--- src/rtl/gbuff_stream_reader.sv ---
// gbuff_stream_reader
//
// Read-side sequencer for the global buffer. A start command issues
// length_i consecutive reads from base_addr_i. It captures the buffer's
// 1-cycle-latency read data into a small output FIFO, and the FIFO presents
// the words as a valid/ready stream toward the PE-array feeder. The block is
// a read-only master, so the buffer write enable is tied low.
//
// Ports
//   clk_i        rising-edge clock
//   rst_i        synchronous, active-high reset
//   start_i      burst request, only looked at while idle
//   base_addr_i  first buffer address, captured with start_i
//   length_i     word count 0..2**ADDR_BITS, captured with start_i
//   busy_o       high from the accepted start until done_o
//   done_o       single-cycle completion pulse
//   gb_wr_en_o   buffer write enable, always 0
//   gb_index_o   buffer read address
//   gb_data_i    buffer read data, valid one cycle after the address
//   m_valid_o    stream word valid
//   m_ready_i    stream consumer ready
//   m_data_o     stream word (FIFO head)
//   m_last_o     marks the final word of the burst
module gbuff_stream_reader #(
  parameter int ADDR_BITS  = 8,
  parameter int DATA_BITS  = 8,
  parameter int FIFO_DEPTH = 2
) (
  input  logic                 clk_i,
  input  logic                 rst_i,
  input  logic                 start_i,
  input  logic [ADDR_BITS-1:0] base_addr_i,
  input  logic [ADDR_BITS:0]   length_i,
  output logic                 busy_o,
  output logic                 done_o,
  output logic                 gb_wr_en_o,
  output logic [ADDR_BITS-1:0] gb_index_o,
  input  logic [DATA_BITS-1:0] gb_data_i,
  output logic                 m_valid_o,
  input  logic                 m_ready_i,
  output logic [DATA_BITS-1:0] m_data_o,
  output logic                 m_last_o
);

  localparam int PTR_BITS = (FIFO_DEPTH > 1) ? $clog2(FIFO_DEPTH) : 1;
  localparam int CNT_BITS = $clog2(FIFO_DEPTH + 1);
  localparam logic [CNT_BITS:0]   DEPTH_W  = (CNT_BITS + 1)'(FIFO_DEPTH);
  localparam logic [PTR_BITS-1:0] PTR_LAST = PTR_BITS'(FIFO_DEPTH - 1);

  localparam logic [1:0] ST_IDLE  = 2'd0;
  localparam logic [1:0] ST_ISSUE = 2'd1;
  localparam logic [1:0] ST_DRAIN = 2'd2;

  logic [1:0]           state;
  logic [ADDR_BITS-1:0] addr;
  logic [ADDR_BITS-1:0] index_hold;
  logic [ADDR_BITS:0]   rem;
  logic                 pending;
  logic                 pending_last;

  logic [DATA_BITS-1:0] fifo_data [FIFO_DEPTH];
  logic                 fifo_last [FIFO_DEPTH];
  logic [PTR_BITS-1:0]  rd_ptr;
  logic [PTR_BITS-1:0]  wr_ptr;
  logic [CNT_BITS-1:0]  fifo_cnt;

  logic                 push;
  logic                 pop;
  logic                 issue;
  logic                 credit;
  logic                 drained;
  logic [CNT_BITS:0]    occupancy;

  function automatic logic [PTR_BITS-1:0] ptr_next(input logic [PTR_BITS-1:0] p);
    if (p == PTR_LAST) return '0;
    return p + PTR_BITS'(1);
  endfunction

  // Issue control and stream handshakes. Credit counts the read already in
  // flight as an occupied slot, and it counts a pop in this cycle as a freed
  // slot. Because of that, a push can never overflow the FIFO, and a
  // 2-entry FIFO still streams one word per cycle.
  always_comb begin
    pop       = m_valid_o & m_ready_i;
    push      = pending;
    occupancy = {1'b0, fifo_cnt} + {{CNT_BITS{1'b0}}, pending}
              - {{CNT_BITS{1'b0}}, pop};
    credit    = (occupancy < DEPTH_W);
    issue     = (state == ST_ISSUE) && (rem != '0) && credit;
    drained   = (state == ST_DRAIN) && !pending && (fifo_cnt == '0);
  end

  // The output-side flags come straight from state, so busy drops in the
  // same cycle that done pulses. The read address holds its last issued
  // value between reads, which keeps the buffer port quiet when a
  // zero-length burst runs.
  always_comb begin
    gb_wr_en_o = 1'b0;
    gb_index_o = issue ? addr : index_hold;
    done_o     = drained;
    busy_o     = (state != ST_IDLE) && !drained;
    m_valid_o  = (fifo_cnt != '0);
    m_data_o   = fifo_data[rd_ptr];
    m_last_o   = fifo_last[rd_ptr] & m_valid_o;
  end

  // This block holds the burst sequencer and the read-pending flag.
  // pending_last records that the read now in flight was the final one, so
  // its word can be tagged when the data is captured one cycle later.
  always_ff @(posedge clk_i) begin
    if (rst_i) begin
      state        <= ST_IDLE;
      addr         <= '0;
      rem          <= '0;
      index_hold   <= '0;
      pending      <= 1'b0;
      pending_last <= 1'b0;
    end else begin
      pending      <= issue;
      pending_last <= issue && (rem == (ADDR_BITS + 1)'(1));
      if (issue) begin
        addr       <= addr + ADDR_BITS'(1);
        rem        <= rem - (ADDR_BITS + 1)'(1);
        index_hold <= addr;
      end
      case (state)
        ST_IDLE: begin
          if (start_i) begin
            addr  <= base_addr_i;
            rem   <= length_i;
            state <= (length_i == '0) ? ST_DRAIN : ST_ISSUE;
          end
        end
        ST_ISSUE: begin
          if (issue && (rem == (ADDR_BITS + 1)'(1))) state <= ST_DRAIN;
        end
        ST_DRAIN: begin
          if (drained) state <= ST_IDLE;
        end
        default: state <= ST_IDLE;
      endcase
    end
  end

  // These are the FIFO pointers and the occupancy count. A push and a pop
  // in the same cycle leave the count unchanged, and this also holds when
  // the FIFO is full.
  always_ff @(posedge clk_i) begin
    if (rst_i) begin
      rd_ptr   <= '0;
      wr_ptr   <= '0;
      fifo_cnt <= '0;
    end else begin
      if (push) wr_ptr <= ptr_next(wr_ptr);
      if (pop)  rd_ptr <= ptr_next(rd_ptr);
      case ({push, pop})
        2'b10:   fifo_cnt <= fifo_cnt + CNT_BITS'(1);
        2'b01:   fifo_cnt <= fifo_cnt - CNT_BITS'(1);
        default: fifo_cnt <= fifo_cnt;
      endcase
    end
  end

  // This is the FIFO storage. It has no reset because an entry is only
  // read after the same entry has been written.
  always_ff @(posedge clk_i) begin
    if (push) begin
      fifo_data[wr_ptr] <= gb_data_i;
      fifo_last[wr_ptr] <= pending_last;
    end
  end

endmodule
--- config.mk ---
export PLATFORM = sky130hd
export DESIGN_NAME = gbuff_stream_reader
export DESIGN_NICKNAME = d
export VERILOG_FILES = /design/src/rtl/gbuff_stream_reader.sv
export SDC_FILE = /design/constraint.sdc
export NUM_CORES = 1
export LEC_CHECK = 0
export ABC_AREA = 1
export CAP_MARGIN = 20
export CORE_MARGIN = 2
export CORE_UTILIZATION = 50
export CTS_CLUSTER_SIZE = 24
export DETAILED_ROUTE_END_ITERATION = 10
export PLACE_DENSITY = 0.84
export SLEW_MARGIN = 30
export SYNTH_ARGS = -nofsm -noshare
export SYNTH_HDL_FRONTEND = slang
export SYNTH_SLANG_ARGS = --single-unit
--- constraint.sdc ---
create_clock -name clk_i -period 7.2 [get_ports clk_i]
set_input_delay 0.72 -clock clk_i [delete_from_list [all_inputs] [get_ports clk_i]]
set_output_delay 0.72 -clock clk_i [all_outputs]
set_load 0.01 [all_outputs]
After elaboration in Yosys (flattened, before gate mapping)

Memory sizes are Yosys's and may differ from the RTL's. A register that Yosys moved wholly into a read port is not among the register bits.
Cells that the tools add are included.

Bitwise logic cells: 2
Order comparisons: 1
Equality and inequality tests: 8
Reduce and logical (&&, ||, !) cells: 16
Mux-type cells: 29
Add/sub/neg operators: 8

Operator list:

| kind                | number |
|---|---|
| $mux 8              | 4 |
| $mux 9              | 3 |
| $mux 1              | 16 |
| $eq 9x1->1 const B  | 1 |
| $logic_not 9->1     | 1 |
| $reduce_bool 9->1   | 1 |
| $sub 9x1->9 const B | 1 |
| $add 8x1->8 const B | 1 |
| $mux 2              | 4 |
| $logic_and 1x1->1   | 6 |
| $pmux 2 s3          | 1 |
| $reduce_bool 2->1   | 3 |
| $eq 2x1->1 const B  | 2 |
| $eq 2x2->1 const B  | 2 |
| $logic_not 2->1     | 2 |
| $ne 2x2->1 const B  | 2 |
| $pmux 2 s2          | 1 |
| $add 2x1->3         | 1 |
| $lt 3x2->1 const B  | 1 |
| $reduce_and 3->1    | 1 |
| $sub 3x1->3         | 1 |
| $add 1x1->1 const B | 2 |
| $add 2x1->2 const B | 1 |
| $and 1x1->1         | 2 |
| other kinds (3)     | 4 |

Bits in writable memories: 18
Register bits after elaboration: 33
Input bits: 29
Output and inout bits: 21
Logic and storage cells: 75
Memories kept: 2

Memory list:

| name      | words | bits a word | read ports | clocked after Yosys merged registers in | write ports | RTL line | text |
|---|---|---|---|---|---|---|---|
| fifo_data | 2     | 8           | 1          | 1                                       | 1           | 61       | `logic [DATA_BITS-1:0] fifo_data [FIFO_DEPTH];` |
| fifo_last | 2     | 1           | 1          | 1                                       | 1           | 62       | `logic fifo_last [FIFO_DEPTH];` |

Longest topological paths before layout

Depth after elaboration: 8
Depth in mapped cells: 17
Depth with buffers taken out: 16

Least setup slack after synthesis

No wires, ideal clock.

Path type: input-to-output
Start: input port m_ready_i
End: output port gb_index_o[0]
Stages: 11
Path buffers: 1
Data arrival time: 2.507 ns
Required time: 6.480 ns
Setup slack: 3.973 ns
Cells stage by stage: inv_1 -> nor2_1 -> nand2_1 -> o21ai_0 -> inv_1 -> fa_1 -> nand2_1 -> nor2_4 -> nand2_4 -> buf_4 -> a21oi_1

Longest elaborated chain between the ends: 5

Ends and longest elaborated chain:

| what              | RTL line | text |
|---|---|---|
| start, declared   | 40       | `input logic m_ready_i,` |
| $and 1x1->1       | 84       | `pop = m_valid_o & m_ready_i;` |
| $sub 3x1->3       | 87       | `- {{CNT_BITS{1'b0}}, pop};` |
| $lt 3x2->1        | 88       | `credit = (occupancy < DEPTH_W);` |
| $logic_and 1x1->1 | 89       | `issue = (state == ST_ISSUE) && (rem != '0) && credit;` |
| $mux 8            | --       |  |
| end, declared     | 37       | `output logic [ADDR_BITS-1:0] gb_index_o,` |

No other way between the ends.

Worst setup path in the final report

Start: input port m_ready_i
End: output port gb_index_o[5]

The elaborated chain is that of the path after synthesis.

==> impl_results.md <==
- Post-Syn Area per Cell: 7.72 sq um
- Drt pass-1 iters: 4
- Ant diodes: 0
- Final Hold Viols: 0
- CP Launch Type: input pin
- Worst slew pin tran: 0.735 ns
- # clock sinks: 52
- Vias per cell: 4.79
- DRT iter0 DRCs: 113
- Reg clk slew, reported paths: 0.09 ns
- DRT antenna net count: 0
- Post-layout power: 993 uW
- Syn Std Cell Area: 0.00275 sq mm
- TNS Setup: 0 ns
- Placed cell area: 0.00324 sq mm
- Post-synth top area share: 0.248
- Number of global-route vias before repair: 2035
- Ys flop type: dfxtp_1
- CP required: 6.48 ns
- Post-CTS setup buffer count: 0
- All-Layer GR Usage: 0.176
- Synth area leaders: dfxtp_1, edfxtp_1, nand2_1
- Initial Utilization: 0.528
- Die width: 78.1 microns
- Critical path endpoint category: primary output
- Worst R2R Path Depth: 15
- RSZ-0062 raised after global routing: false
- R2r setup slk: 4.40 ns
- Post-synth net total: 389
- Seq/Total Area, Yosys: 0.444
- Netlist cell types: 35
- Final-report setup violation count: 0
- HPWL after detailed placement: 3710 microns
- GPL Wtd Cong: 0.859
- Layout Skew: 0.00435 ns
- Worst EP arrival: 3.89 ns
- Inserted Clock Buffers: 5
- CP Buf/Inv Count: 5
- FMAX: 217 MHz
- Final std cells w/o fill: 470
- Reg-to-reg startpoint: fifo_cnt[1]$_SDFFE_PP0P_
- Hold_sp: pending_last$_SDFF_PP0_
- Final count of pins violating max slew: 0
- Pwr/cell area: 298 mW/mm^2
- Cts hold-fix bufs: 0
- First-pass GRT wire length: 8690 microns
- H-tree Lvls: 2
- Max stage delay on crit path: 0.53 ns
- Hold endpoint: fifo_last[0]$_DFFE_PP_
- Core footprint: 0.00520 sq mm
- CP Max Fanout: 36
- Cells after synthesis: 356
- PostCTS Resize Cnt: 0
- Max-cap violations: 0
- DR vias: 2251
- Top cells by count, synth: nand2_1, inv_1, dfxtp_1
- DIE HEIGHT: 78.1 microns
- Setup CP Type: in2out
- CTS root buf: clkbuf_8
- CTS tree: built
- Clock latency on the worst-skew pair: 0.31 ns
- Finished layout cell area: 0.00333 sq mm
- Pleak: 0.00156 uW
- Hold Path Stages: 0
- Die area: 0.00611 sq mm
- Tmin final: 4.61 ns
- Clock Tree Buf Depth: 2
- Post-synth EDFFs: 18
- Worst path most repeated cell: nand2_1
- I/O Pins: 50
- Initial antenna violation count: 0
- Count leader, synth: nand2_1
- Area grow syn2layout: 21.3%
- Cell taking the most area after synthesis: dfxtp_1
- #FFs+latches synth: 52
- Drt wl/cell: 10.9 microns
- Largest net degree at the start of global routing: 37
- DRC violations left: 0
- Max_slew headroom: 0.508
- Warnings from Yosys: 0
- Asr flop ratio synth: 0
- Port Buffer Count: 48
- Worst hold path class: reg2reg
- Post-route clock period utilization: 0.641
- Dpl cells: 462
- Status: finished, final reports clean
- Nets: 432
- Stages on the worst setup path: 15
- CP delay by family, top: buffers and inverters
- Crit path cell chain: clkdlybuf4s50_1 -> inv_1 -> nor2_1 -> nand2_1 -> o21ai_0 -> inv_1 -> fa_1 -> nand2_1 -> nand2_1 -> nor2_4 -> nand2_4 -> inv_6 -> nand2_2 -> nand2_1 -> clkdlybuf4s50_1
- Total congestion overflow: 0
- Fin util: 0.641
- Slowest stage cell, crit path: clkdlybuf4s50_1
- Reg-to-reg endpoint: addr[6]$_SDFF_PP0_
- Share of post-route cells with drive strength above 1: 0.113
- Aggregate routed wire length: 5100 microns
- FP Rows: 26
- VDD IR-drop max: 0.000133 V
area by class of cell:
class | count | area [sq um]
fillers | 444 | 1870
flip-flops and latches | 52 | 1220
multi-input cells | 218 | 1170
repair buffers | 48 | 480
inverters | 74 | 283
well taps | 70 | 87.6
clock buffers | 5 | 68.8
clock inverters | 3 | 27.5
how the worst max path moves through the flow:
stage	start	endpoint	slack, ns
3_5_place_dp	m_ready_i	gb_index_o[5]	2.64
6_report	m_ready_i	gb_index_o[5]	2.59
5_1_grt	m_ready_i	gb_index_o[5]	2.28
2_1_floorplan	m_ready_i	gb_index_o[0]	3.97
4_1_cts	m_ready_i	gb_index_o[5]	2.58
3_3_place_gp	m_ready_i	gb_index_o[5]	2.76
logic make-up (layout without fill, tap and decap cells):
| family | Yosys count | after routing | share of synthesized area |
|---|---|---|---|
| multiplexers | 8 | 8 | 0.0328 |
| buffers and inverters | 86 | 130 | 0.132 |
| XOR/XNOR | 8 | 8 | 0.0255 |
| AO/OA/AOI/OAI | 43 | 43 | 0.0929 |
| adder cells (fa/ha/maj) | 4 | 4 | 0.0209 |
| AND/OR/NAND/NOR | 154 | 154 | 0.250 |
| other | 1 | 1 | 0.00136 |
| flip-flops | 52 | 52 | 0.444 |
where the power goes:
part	internal (uW)	switching [uW]	total, uW
clock	71.4	101	173
sequential	358	42.8	400
combinational	179	241	420
state kept, by name, indices dropped and copies added, names as in the netlist, named ones only:
register      cells
wr_ptr            1
pending_last      1
state             2
addr              8
fifo_last         2
rem               9
pending           1
fifo_data        16
rd_ptr            1
index_hold        8
fifo_cnt          2
worst reg2reg max path, delay by kind of cell, from the launching register on:
kind            cells  cell delay (ns)
buf+inv             3             0.39
fa+ha+maj           1             0.39
simple gates       10             1.27
flops               1             0.45
compound gates      1             0.23
stage by stage:
| stage | setup slack (ns) | hold WS (ns) |
|---|---|---|
| detailed placement | 2.64 | 0.424 |
| global placement | 2.76 | 0.409 |
| finish | 2.59 | 0.444 |
| global route | 2.28 | 0.476 |
| CTS | 2.58 | 0.447 |
| floorplan | 3.97 | 0.404 |
routing by layer:
layer	global-route usage	vias to the layer above	part of all wire
li1	-	1198	-
met1	0.200	995	0.45
met2	0.327	52	0.50
met3	0.0310	6	0.037
met4	0.0649	0	0.014
met5	0	-	0
cells in the final DEF, fill, tap and decap left out, drive strengths merged, types with 2 or more instances in the layout:
master,synthesis,layout
xnor2,2,2
a21oi,13,13
xor2,6,6
edfxtp,18,18
nand3,26,26
mux2,8,8
nand4,4,4
a211oi,5,5
nand2,86,86
dfxtp,34,34
ha,3,3
nor3,5,5
clkdlybuf4s50,0,48
o21ai,25,25
nor4,2,2
inv,74,75
clkbuf,4,5
nor2,29,29
(Power assumes the default switching activity.)
